<file path="config.mk">
export PLATFORM = sky130hd
export DESIGN_NAME = hazard_unit
export DESIGN_NICKNAME = d
export VERILOG_FILES = /design/src/rtl/hazard_pkg.sv /design/src/rtl/hazard_cmp.sv /design/src/rtl/hazard_unit.sv
export SDC_FILE = /design/constraint.sdc
export NUM_CORES = 1
export LEC_CHECK = 0
export CORE_AREA = 2 2 97 99
export CTS_CLUSTER_DIAMETER = 200
export DETAILED_ROUTE_END_ITERATION = 7
export DIE_AREA = 0 0 99 101
export GPL_TIMING_DRIVEN = 0
export HOLD_SLACK_MARGIN = 0.02
export PLACE_DENSITY_LB_ADDON = 0.2
export SLEW_MARGIN = 20
export SYNTH_ARGS = -nofsm -noshare
export SYNTH_HDL_FRONTEND = slang
export SYNTH_HIERARCHICAL = 1
export SYNTH_SLANG_ARGS = --single-unit
</file>
<file path="constraint.sdc">
create_clock -name clk -period 3 [get_ports clk]
set_clock_uncertainty 0.15 [all_clocks]
set_input_delay 0.6 -clock clk [delete_from_list [all_inputs] [get_ports clk]]
set_output_delay 0.6 -clock clk [all_outputs]
set_load 0.02 [all_outputs]
</file>
<file path="src/rtl/hazard_pkg.sv">
// ============================================================================
// Module      : hazard_pkg
// Description : Shared types for the hazard unit: FSM state encoding and the
//               branch-select / boolean macros normally supplied by
//               sys_defs.vh (defined here only if not already present).
// Revision    : 1.0 - initial release
// ============================================================================
`default_nettype none

`ifndef DONT_BRANCH
`define DONT_BRANCH 3'b000
`endif

`ifndef TRUE
`define TRUE 1'b1
`endif

package hazard_pkg;

  // Branch-stall FSM: RUN is normal flow, BR_WAIT burns the remaining
  // squash cycles after the first branch-stall cycle.
  typedef enum logic [0:0] {
    HZ_RUN     = 1'b0,
    HZ_BR_WAIT = 1'b1
  } hz_state_t;

  localparam int BR_CNT_W = 3;

endpackage

`default_nettype wire

</file>
<file path="src/rtl/hazard_cmp.sv">
// ============================================================================
// Module      : hazard_cmp
// Description : Compares one in-flight producer destination against the two
//               ID-stage source registers. Register 0 never matches.
// Revision    : 1.0 - initial release
// ============================================================================
`default_nettype none

module hazard_cmp #(
  parameter int REG_ADDR_W = 5
) (
  input  logic [REG_ADDR_W-1:0] prod_rd,
  input  logic                  prod_wr_en,
  input  logic [REG_ADDR_W-1:0] rs1,
  input  logic [REG_ADDR_W-1:0] rs2,
  input  logic                  rs1_used,
  input  logic                  rs2_used,
  output logic                  match
);

  logic rd_valid;
  logic hit_rs1;
  logic hit_rs2;

  assign rd_valid = prod_wr_en && (prod_rd != '0);
  assign hit_rs1  = rs1_used && (rs1 == prod_rd);
  assign hit_rs2  = rs2_used && (rs2 == prod_rd);
  assign match    = rd_valid && (hit_rs1 || hit_rs2);

endmodule

`default_nettype wire

</file>
<file path="src/rtl/hazard_unit.sv">
// ============================================================================
// Module      : hazard_unit
// Description : Pipeline hazard unit. Resolves memory-busy freezes, RAW data
//               hazards and multi-cycle branch fetch squashes, and keeps
//               saturating data-stall / branch-stall performance counters.
//               Optional macro HAZARD_FWD_EN: forwarding present, so only a
//               load in EX matching ID causes a (one-cycle) stall.
// Revision    : 1.0 - initial release
// ============================================================================
`default_nettype none

module hazard_unit
  import hazard_pkg::*;
#(
  parameter int REG_ADDR_W = 5,
  parameter int BR_PENALTY = 2,   // legal 1..7
  parameter int CNT_W      = 32
) (
  input  logic                  clk,
  input  logic                  rst,
  input  logic [REG_ADDR_W-1:0] ID_rs1,
  input  logic [REG_ADDR_W-1:0] ID_rs2,
  input  logic                  ID_rs1_used,
  input  logic                  ID_rs2_used,
  input  logic [2:0]            ID_br_sel,
  input  logic [REG_ADDR_W-1:0] ID_EX_rd,
  input  logic [REG_ADDR_W-1:0] EX_MEM_rd,
  input  logic                  ID_EX_wr_en,
  input  logic                  EX_MEM_wr_en,
  input  logic                  ID_EX_is_load,
  input  logic                  mem_busy,
  output logic                  ST_pc_en,
  output logic                  ST_if_id_en,
  output logic                  ST_id_ex_en,
  output logic                  ST_ex_mem_en,
  output logic                  ST_mem_wb_en,
  output logic                  ST_br_stall,
  output logic                  ST_id_ex_bubble,
  output logic [CNT_W-1:0]      ST_stall_cycles,
  output logic [CNT_W-1:0]      ST_br_cycles
);

  localparam logic [BR_CNT_W-1:0] BR_RELOAD = BR_CNT_W'(BR_PENALTY - 1);

  hz_state_t             state_q, state_d;
  logic [BR_CNT_W-1:0]   br_cnt_q, br_cnt_d;
  logic [CNT_W-1:0]      stall_cycles_q, stall_cycles_d;
  logic [CNT_W-1:0]      br_cycles_q, br_cycles_d;

  logic ex_match;
  logic mem_match;
  logic data_haz;
  logic is_branch;

  hazard_cmp #(.REG_ADDR_W(REG_ADDR_W)) u_cmp_ex (
    .prod_rd    (ID_EX_rd),
    .prod_wr_en (ID_EX_wr_en),
    .rs1        (ID_rs1),
    .rs2        (ID_rs2),
    .rs1_used   (ID_rs1_used),
    .rs2_used   (ID_rs2_used),
    .match      (ex_match)
  );

  hazard_cmp #(.REG_ADDR_W(REG_ADDR_W)) u_cmp_mem (
    .prod_rd    (EX_MEM_rd),
    .prod_wr_en (EX_MEM_wr_en),
    .rs1        (ID_rs1),
    .rs2        (ID_rs2),
    .rs1_used   (ID_rs1_used),
    .rs2_used   (ID_rs2_used),
    .match      (mem_match)
  );

`ifdef HAZARD_FWD_EN
  // Forwarding covers ALU results from EX and everything in MEM; only a
  // load still in EX has no value yet.
  logic unused_mem_match;
  assign unused_mem_match = mem_match;
  assign data_haz         = ex_match && ID_EX_is_load;
`else
  // No forwarding: wait until the producer has left MEM; the write-before-
  // read register file covers the WB stage.
  logic unused_is_load;
  assign unused_is_load = ID_EX_is_load;
  assign data_haz       = ex_match || mem_match;
`endif

  assign is_branch = (ID_br_sel != `DONT_BRANCH);

  // Priority resolution, FSM next state and counter updates.
  always_comb begin
    state_d         = state_q;
    br_cnt_d        = br_cnt_q;
    stall_cycles_d  = stall_cycles_q;
    br_cycles_d     = br_cycles_q;
    ST_pc_en        = 1'b1;
    ST_if_id_en     = 1'b1;
    ST_id_ex_en     = 1'b1;
    ST_ex_mem_en    = 1'b1;
    ST_mem_wb_en    = 1'b1;
    ST_br_stall     = 1'b0;
    ST_id_ex_bubble = 1'b0;

    if (rst) begin
      // Outputs stay at their free-running values; the register block
      // applies the reset state.
    end else if (mem_busy) begin
      ST_pc_en     = 1'b0;
      ST_if_id_en  = 1'b0;
      ST_id_ex_en  = 1'b0;
      ST_ex_mem_en = 1'b0;
      ST_mem_wb_en = 1'b0;
    end else if (state_q == HZ_BR_WAIT) begin
      // ID holds a squashed slot, so its branch/hazard inputs are ignored.
      ST_br_stall = 1'b1;
      br_cnt_d    = br_cnt_q - BR_CNT_W'(1);
      if (br_cnt_q == BR_CNT_W'(1)) begin
        state_d = HZ_RUN;
      end
    end else if (data_haz) begin
      ST_pc_en        = 1'b0;
      ST_if_id_en     = 1'b0;
      ST_id_ex_bubble = 1'b1;
    end else if (is_branch) begin
      ST_br_stall = 1'b1;
      if (BR_PENALTY > 1) begin
        state_d  = HZ_BR_WAIT;
        br_cnt_d = BR_RELOAD;
      end
    end

    if (ST_id_ex_bubble && !(&stall_cycles_q)) begin
      stall_cycles_d = stall_cycles_q + CNT_W'(1);
    end
    if (ST_br_stall && !(&br_cycles_q)) begin
      br_cycles_d = br_cycles_q + CNT_W'(1);
    end
  end

  // State and counter registers with synchronous reset.
  always_ff @(posedge clk) begin
    if (rst) begin
      state_q        <= HZ_RUN;
      br_cnt_q       <= '0;
      stall_cycles_q <= '0;
      br_cycles_q    <= '0;
    end else begin
      state_q        <= state_d;
      br_cnt_q       <= br_cnt_d;
      stall_cycles_q <= stall_cycles_d;
      br_cycles_q    <= br_cycles_d;
    end
  end

  assign ST_stall_cycles = stall_cycles_q;
  assign ST_br_cycles    = br_cycles_q;

endmodule

`default_nettype wire

</file>
==> impl_results.rst <==
.. list-table::
   :header-rows: 1

   * - Metric
     - Value
   * - Clock tree from TritonCTS
     - yes
   * - Maximum level of the CTS H-tree
     - 3
   * - Data arrival at the endpoint of the critical path
     - 2.26 ns
   * - Area of all placed cells without fillers
     - 5540 µm²
   * - Share of async-settable or async-resettable flops after synthesis
     - 0
   * - Number of clock sinks
     - 68
   * - First-pass GRT wire length
     - 18.4 mm
   * - Synthesized netlist net count
     - 503
   * - Power density over the cells
     - 355 nW/µm²
   * - Floorplan row count
     - 35
   * - Endpoints failing hold
     - 0
   * - Final critical delay including setup and external delays
     - 3.01 ns
   * - Post-detailed-routing wire length
     - 11.6 mm
   * - Average size of a mapped cell
     - 8.15 µm²
   * - Slew at the pin closest to its max-slew limit
     - 0.827 ns
   * - Type of origin of the critical path
     - primary input
   * - Post-synth EDFFs
     - 0
   * - Remaining antenna violation count
     - 0
   * - Cells along the critical path
     - buf_8, or4_4, o21ai_2, a21oi_2, buf_4, o21ba_4, nor4_4, clkbuf_8, buf_6
   * - Count of mapped cells out of synthesis
     - 468
   * - Critical path required time
     - 2.25 ns
   * - Number of antenna cells inserted
     - 0
   * - Full die area
     - 10000 µm²
   * - Global router's overall resource usage
     - 0.224
   * - Category of the worst setup path capture point
     - output port
   * - First-pass iteration count of the detailed router
     - 5
   * - Via count of the first global-routing pass
     - 3831
   * - Instance area after placement
     - 4960 µm²
   * - Ratio of cells with drive above 1 in the final layout
     - 0.207
   * - Number of antenna violations at the first check in global routing
     - 0
   * - Max_slew headroom
     - 0.444
   * - Starting density of the core
     - 0.425
   * - Highest ir drop seen on vdd
     - 266 µV
   * - Number of buffers added on ports
     - 100
   * - Quantity of hold-fixing buffers added after cts
     - 0
   * - GP Congestion
     - 0.899
   * - Clock buffers created by TritonCTS
     - 9
   * - Library cells used by synthesis
     - 50
   * - Critical path type
     - in2out
   * - Root Driver
     - sky130_fd_sc_hd__clkbuf_8
   * - Die Wd
     - 99 µm
   * - Number of DRC violations after detailed-routing iteration 0
     - 213
   * - Result of the run
     - complete, but fails checks
   * - Die height
     - 101 µm
   * - Total buffers and inverters traversed by the critical path
     - 4
   * - Total vias in the final route
     - 4145
   * - Mean number of vias per cell
     - 5.80
   * - Number of warning messages in the yosys log
     - 6
   * - Area added between synthesis and finish
     - 45.2%
   * - # setup viols final
     - 1
   * - Crit Path Max Fanout
     - 5
   * - Crit-path max cell delay
     - 0.53 ns
   * - Reported leakage power
     - 1.84 nW
   * - DRC
     - 0
   * - Setup slack after layout
     - -0.0130 ns
   * - Syn Std Cell Area
     - 3820 µm²
   * - Max stage delay cell, worst path
     - sky130_fd_sc_hd__or4_4
   * - Grt ovf
     - 0
   * - Hold Crit Class
     - reg2reg
   * - Failing checks
     - setup timing
   * - Setup repair after global routing missed its margin
     - yes
   * - Post-route total power
     - 1.97 mW
   * - Clock Tree Buf Depth
     - 2
   * - I/O Pins
     - 102
   * - Cell family contributing the most delay on the critical path
     - simple AND/OR/NAND/NOR gates
   * - Synth Flop Type
     - sky130_fd_sc_hd__dfxtp_1
   * - Core ar.
     - 8980 µm²
   * - Final HPWL DP
     - 8.15 mm
   * - Final-report max-slew violation count
     - 0
   * - Clock-pin slew reported for the worst setup and hold paths after clock tree synthesis
     - 0.07 ns
   * - Layout Utilization
     - 0.617
   * - Routed len/inst
     - 16.2 µm
   * - Source-to-sink clock delay at the later pin of the worst-skew pair
     - 0.35 ns
   * - Max cap viols
     - 0
   * - Highest clock frequency the design can meet
     - 332 MHz
   * - Yosys reg bits
     - 68
   * - Post-route clock period utilization
     - 1.00
   * - Sequential fraction of the synthesis area
     - 0.357
   * - Maximum number of pins on one net before global-route repair
     - 14
   * - Final layout net count
     - 634
## cells by family after synthesis
group | share of synthesized area
and+or+nand+nor | 0.325
AOI/OAI and AO/OA | 0.174
DFF | 0.357
buffers and inverters | 0.0413
xor gates and xnor gates | 0.0757
muxes | 0.0144
adders and majority gates | 0.0131
## placed cells by master, fill, tap and decap left out, drive strengths merged, types with 2 or more instances in the layout
master         netlist  routed
o21ai               31      31
dlygate4sd2          0       2
xnor2               15      15
o311ai               2       2
or4                 20      20
and3                11      11
clkinv               1       4
nor3                 9       9
o41ai                3       3
nor2                30      30
o211ai               5       5
clkdlybuf4s50        0      74
nand4               23      23
mux2                 4       4
a31oi                2       2
nor4                15      15
inv                 12      14
a21oi               42      42
bufinv               0       2
o31ai               16      16
xor2                18      18
buf                 11      49
a31o                 3       4
nand3               27      27
ha                   4       4
clkbuf              12      24
nor2b                6       6
or3                 25      25
and2                 3       3
nand2               33      33
and4                 7       7
dfxtp               68      68
## what timing repair did
| item | in CTS | in global routing |
|---|---|---|
| pin swaps | 29 | 35 |
| gates resized for setup | 111 | 59 |
| setup endpoints to repair | 67 | 23 |
| cloned | 0 | 3 |
| setup buffers | 10 | 7 |
## per-stage QoR
stage / cells / TNS (ns) / setup slack (ns) / hold slack, ns
final: 715 / -0.0130 / -0.0130 / 0.373
after detailed placement: 679 / -45.60 / -1.26 / 0.334
after CTS: 705 / -0.00855 / -0.00855 / 0.360
after global routing: 715 / -0.248 / -0.0800 / 0.397
after floorplan: 468 / -0.0160 / -0.0160 / 0.304
after global placement: 679 / -42.84 / -1.25 / 0.319
## worst reg2reg max path, stage by stage, from the launching register on
cell and delay (ns):
sky130_fd_sc_hd__dfxtp_1 0.42, sky130_fd_sc_hd__nand4_1 0.36, sky130_fd_sc_hd__or3_4 0.48, sky130_fd_sc_hd__nor4_4 0.52
sky130_fd_sc_hd__buf_4 0.28, sky130_fd_sc_hd__buf_4 0.19, sky130_fd_sc_hd__o21ai_0 0.11, sky130_fd_sc_hd__a21oi_1 0.13
## cell usage after synthesis (6+ instances only)
cell	instances	area share
sky130_fd_sc_hd__xnor2_1	15	0.034
sky130_fd_sc_hd__inv_1	12	0.012
sky130_fd_sc_hd__or3_1	23	0.038
sky130_fd_sc_hd__a21oi_1	42	0.055
sky130_fd_sc_hd__nor2_1	30	0.030
sky130_fd_sc_hd__nor2b_1	6	0.0098
sky130_fd_sc_hd__or4_1	19	0.037
sky130_fd_sc_hd__nand4_1	21	0.034
sky130_fd_sc_hd__and3_1	11	0.018
sky130_fd_sc_hd__and4_1	6	0.014
sky130_fd_sc_hd__clkbuf_1	12	0.012
sky130_fd_sc_hd__nor4_1	11	0.018
sky130_fd_sc_hd__o21ai_0	29	0.038
sky130_fd_sc_hd__dfxtp_1	68	0.36
sky130_fd_sc_hd__nor3_1	8	0.010
sky130_fd_sc_hd__xor2_1	18	0.041
sky130_fd_sc_hd__nand2_1	33	0.032
sky130_fd_sc_hd__o31ai_1	16	0.031
sky130_fd_sc_hd__nand3_1	27	0.035
## state kept, by name, indices dropped and copies added, names as in the netlist
signal,cells
ST_br_cycles,32
ST_stall_cycles,32
br_cnt_q,3
state_q,1
## routing by layer
| metal | up-vias | GRT usage | wire length (µm) | share of wire |
|---|---|---|---|---|
| li1 | 2022 | - | - | - |
| met1 | 1962 | 0.285 | 5020 | 0.43 |
| met2 | 145 | 0.385 | 5730 | 0.50 |
| met3 | 16 | 0.0458 | 680 | 0.059 |
| met4 | 0 | 0.0674 | 139 | 0.012 |
| met5 | - | 0 | 0 | 0 |
## power breakdown
part	leakage [nW]	switching, mW	total [mW]	internal, mW
clock	0.114	0.393	0.866	0.474
sequential	0.548	0.00758	0.916	0.908
combinational	1.17	0.0966	0.185	0.0883
## path summary, 6_finish.rpt
check	from	to	slack (ns)	cells past startpoint
worst max-delay path	EX_MEM_rd[3]	ST_br_stall	-0.01	9
worst min-delay path	br_cnt_q[2]	br_cnt_q[2]	0.37	2
worst max register to register	ST_br_cycles[13]	ST_br_cycles[20]	0.29	7
worst min register to register	br_cnt_q[2]	br_cnt_q[2]	0.37	2
## layout make-up
class | count | area, µm²
fill | 791 | 3440
clock buffer | 9 | 124
sequential | 68 | 1360
inverter | 13 | 51.3
clock inverter | 7 | 100
tap | 111 | 139
buffer | 23 | 145
multi-input combinational | 365 | 2500
timing repair buffer | 119 | 1120
No activity file was read; power rests on OpenSTA's default activity.
==> RTL change 1 (same settings) <==
`REG_ADDR_W` is set to 5 in 2 places; all go to 4.
--- a/src/rtl/hazard_cmp.sv
+++ b/src/rtl/hazard_cmp.sv
@@ -9,3 +9,3 @@
 module hazard_cmp #(
-  parameter int REG_ADDR_W = 5
+  parameter int REG_ADDR_W = 4
 ) (
--- a/src/rtl/hazard_unit.sv
+++ b/src/rtl/hazard_unit.sv
@@ -14,3 +14,3 @@
 #(
-  parameter int REG_ADDR_W = 5,
+  parameter int REG_ADDR_W = 4,
   parameter int BR_PENALTY = 2,   // legal 1..7
Ports: changed (resized EX_MEM_rd, ID_EX_rd, ID_rs1 and ID_rs2); port bits go from 102 to 98. No check against the original RTL was run, so the function may have changed too.
==> RTL change 1 against the original RTL <==
Non-clock buffer count is 12 lower. Cell count decreased by 2.7%. Routed wire length shrank 2.1%. Die area is the same. Synthesized cell count is 1.3% lower. Via count down 3.0%. Setup slack better by 0.042 ns. Hold slack lost 0.014 ns. Design area down 5.4%. Sequential cell count stayed put. Highest routed layer unchanged. Synthesized area shrank 1.6%. Critical endpoint is now ST_stall_cycles[31]$_SDFFE_PP0P_. Power is 4.6% higher. Largest power group is now the clock network.
==> RTL change 1: results (changes against the original RTL) <==
- Number of I/O port buffers: 96 (was 100)
- Final RePlAce weighted congestion: 0.870 (was 0.899)
- FF-to-FF setup slack: 0.21 ns (was 0.29 ns)
- Synth top area cells: dfxtp_1, a21oi_1, o21ai_0, or3_1, nand3_1 (was dfxtp_1, a21oi_1, xor2_1, o21ai_0, or3_1)
- Fillers: 812 (was 791)
- Crit path from: ID_rs2[0] (was EX_MEM_rd[3])
- Register area share after synthesis: 36.2% (was 35.7%)
- Crit Path Max Fanout: 3 (was 5)
- Post-synth cell types: 48 (was 50)
- Post-synthesis compound-gate area fraction: 17.9% (was 17.4%)
- Placed cell areas: 4860 µm² (was 4960 µm²)
- Hpwl dp: 8060 µm (was 8150 µm)
- GRT met2 Usage: 38.0% (was 38.5%)
- Run status: complete, no violations (was finished with violations)
- Synth Area in XOR/XNOR: 6.76% (was 7.57%)
- Largest net degree at the start of global routing: 13 (was 14)
- Routed met1 length: 4880 µm (was 5020 µm)
- Fin nets: 611 (was 634)
- Adder and majority cell fraction of the synthesized area: 1.33% (was 1.31%)
- Leak: 0.00173 µW (was 0.00184 µW)
- Reg2reg end: ST_stall_cycles[1]$_SDFFE_PP0P_ (was ST_br_cycles[20]$_SDFFE_PP0P_)
- Layout cells sized above 1: 13.2% (was 20.7%)
- Comb pwr share: 8.1% (was 9.4%)
- P_int: 1580 µW (was 1470 µW)
- Pre-CTS setup slack: -1.21 ns (was -1.26 ns)
- Via count: 4021 (was 4145)
- First-pass GRT wire length: 18300 µm (was 18400 µm)
==> RTL change 1: cell count changes after synthesis <==
cell,unedited run,this run
o41ai_1,3,5
nor4_2,2,0
o21ai_1,2,0
nor4_1,11,9
or4_1,19,17
nor3_1,8,12
xor2_1,18,14
==> RTL change 1: what timing repair did <==
item                                    4_1_cts  5_1_grt
gates cloned                                  0        1
gates resized for setup                      50       29
pin swaps                                    12       21
endpoints found under the setup margin       51       19
setup buffers                                 8        2
==> RTL change 1: through the flow <==
step	hold WS (ns)	power [µW]	cells
6_report	0.359	2060	696
2_1_floorplan	0.304	1010	462
3_3_place_gp	0.322	1090	669
5_1_grt	0.384	2130	696
4_1_cts	0.351	2070	693
3_5_place_dp	0.342	1100	669
==> RTL change 1: critical path, delay by kind of cell <==
kind            cells  cell delay, ns
simple gates        5            1.65
compound gates      3            0.40
buf+inv             1            0.27
xor+xnor            1            0.16
==> RTL change 2 (same flow settings) <==
Made on the original files. Reset style: asynchronous (`rst`), changed in one clocked block. Comments in the files are not updated.
--- a/src/rtl/hazard_unit.sv
+++ b/src/rtl/hazard_unit.sv
@@ -141,3 +141,3 @@
   // State and counter registers with synchronous reset.
-  always_ff @(posedge clk) begin
+  always_ff @(posedge clk or posedge rst) begin
     if (rst) begin
Check against the original RTL: differs if rst is asserted again (counterexample within 4 cycles, from zero or initial values and one cycle with rst high); with rst held inactive, the same outputs for 10 cycles.
==> RTL change 2 against the original RTL <==
Via count down 22%. Non-clock buffer count down 21. Sequential cell count unchanged. Setup slack better by 0.12 ns. Synthesized cell count down 21%. Routed wire length down 22%. Hold slack worse by 0.024 ns. Synthesized area down 2.8%. Design area down 4.4%. Sequential share of layout area up 7.5 points.
Power is not compared: it rests on default switching activity, and its combinational part moved more than twofold at a synthesized area within 25%.
==> RTL change 2: results (changes against the original RTL) <==
- Run status: complete, no violations (was finished with violations)
- DR iter-0 viols: 83 (was 213)
- Avg Inst Size Synth: 10.1 µm² (was 8.15 µm²)
- Drt pass-1 iters: 4 (was 5)
- Routed met1 length: 3960 µm (was 5020 µm)
- Most common cell in the netlist: dfrtp_1 (was dfxtp_1)
- Crit Path Max Fanout: 10 (was 5)
- Hold path depth: 1 (was 2)
- Pre-CTS setup slack: -1.40 ns (was -1.26 ns)
- Detail Route met2 WL: 4520 µm (was 5730 µm)
- Fin nets: 527 (was 634)
- Placed cell areas: 4910 µm² (was 4960 µm²)
- Inverter count: 7 (was 13)
- Syn Nets: 403 (was 503)
- Placed cell count: 581 (was 679)
- Per-cell routed wire length: 14.9 µm (was 16.2 µm)
- FF-to-FF setup slack: 0.53 ns (was 0.29 ns)
- End of the worst hold path: ST_stall_cycles[30]$_DFFE_PP0P_ (was br_cnt_q[2]$_SDFFE_PP0P_)
- Crit path from: EX_MEM_rd[1] (was EX_MEM_rd[3])
- Synth top area cells: dfrtp_1, xor2_1, xnor2_1, nand3_1, nand4_1 (was dfxtp_1, a21oi_1, xor2_1, o21ai_0, or3_1)
- Clock sinks: 68 (unchanged)
- GRT met2 Usage: 31.5% (was 38.5%)
- Clk tree area frac: 4.98% (was 4.04%)
- Drt total wl: 9070 µm (was 11600 µm)
- GR met3 Demand/Resource: 5.13% (was 4.58%)
- Clock buffer cells: 10 (was 9)
- First-pass GRT wire length: 15100 µm (was 18400 µm)
- Layout cells sized above 1: 17.1% (was 20.7%)
- Worst slew margin: 57.0% (was 44.4%)
- Final WS setup: 0.106 ns (was -0.0130 ns)
- Hold_sp: ST_stall_cycles[30]$_DFFE_PP0P_ (was br_cnt_q[2]$_SDFFE_PP0P_)
- FF-to-FF Start: ST_stall_cycles[23]$_DFFE_PP0P_ (was ST_br_cycles[13]$_SDFFE_PP0P_)
- Vias in the first global route: 3163 (was 3831)
- Register area share after synthesis: 45.9% (was 35.7%)
- Seq area share: 32.1% (was 24.6%)
- Ys async rst share: 100% (was 0%)
- Worst r2r path cells: 5 (was 7)
- Hpwl dp: 6770 µm (was 8150 µm)
- Via count: 3234 (was 4145)
- Final RePlAce weighted congestion: 0.889 (was 0.899)
- Reg2reg end: ST_stall_cycles[1]$_DFFE_PP0P_ (was ST_br_cycles[20]$_SDFFE_PP0P_)
- Area of the multi-input gates: 2020 µm² (was 2500 µm²)
- Fillers: 777 (was 791)
- DR WL met3: 491 µm (was 680 µm)
- # resized after CTS: 59 (was 111)
- Non-clk bufs: 121 (was 142)
- Post-synth top cells: dfrtp_1, xor2_1, xnor2_1 (was dfxtp_1, a21oi_1, nand2_1)
- GR Layer Usage met1: 24.2% (was 28.5%)
[RTL change 2: cell count changes in the layout (fill, tap and decap cells not counted), moves of 20 or more]
| cell | before | now |
|---|---|---|
| or3_1 | 22 | 2 |
| xor2_1 | 15 | 40 |
| a21oi_1 | 32 | 3 |
| o21ai_0 | 28 | 6 |
| dfxtp_1 | 68 | 0 |
| dfrtp_1 | 0 | 68 |
[RTL change 2: critical path, cell delays in order]
cell,delay (ns)
clkbuf_2,0.11
or4_4,0.55
o21ai_2,0.16
a21oi_2,0.06
o21bai_2,0.20
nand3_2,0.12
inv_2,0.09
buf_8,0.12
buf_6,0.12
[RTL change 2: logic make-up after synthesis]
| group | Yosys count | share of synthesized area, % |
|---|---|---|
| and+or+nand+nor | 178 | 27.1 |
| AOI/OAI and AO/OA | 24 | 4.62 |
| adders and majority gates | 4 | 1.35 |
| DFF | 68 | 45.9 |
| xor gates and xnor gates | 74 | 17.5 |
| buffers and inverters | 15 | 2.06 |
| muxes | 5 | 1.52 |
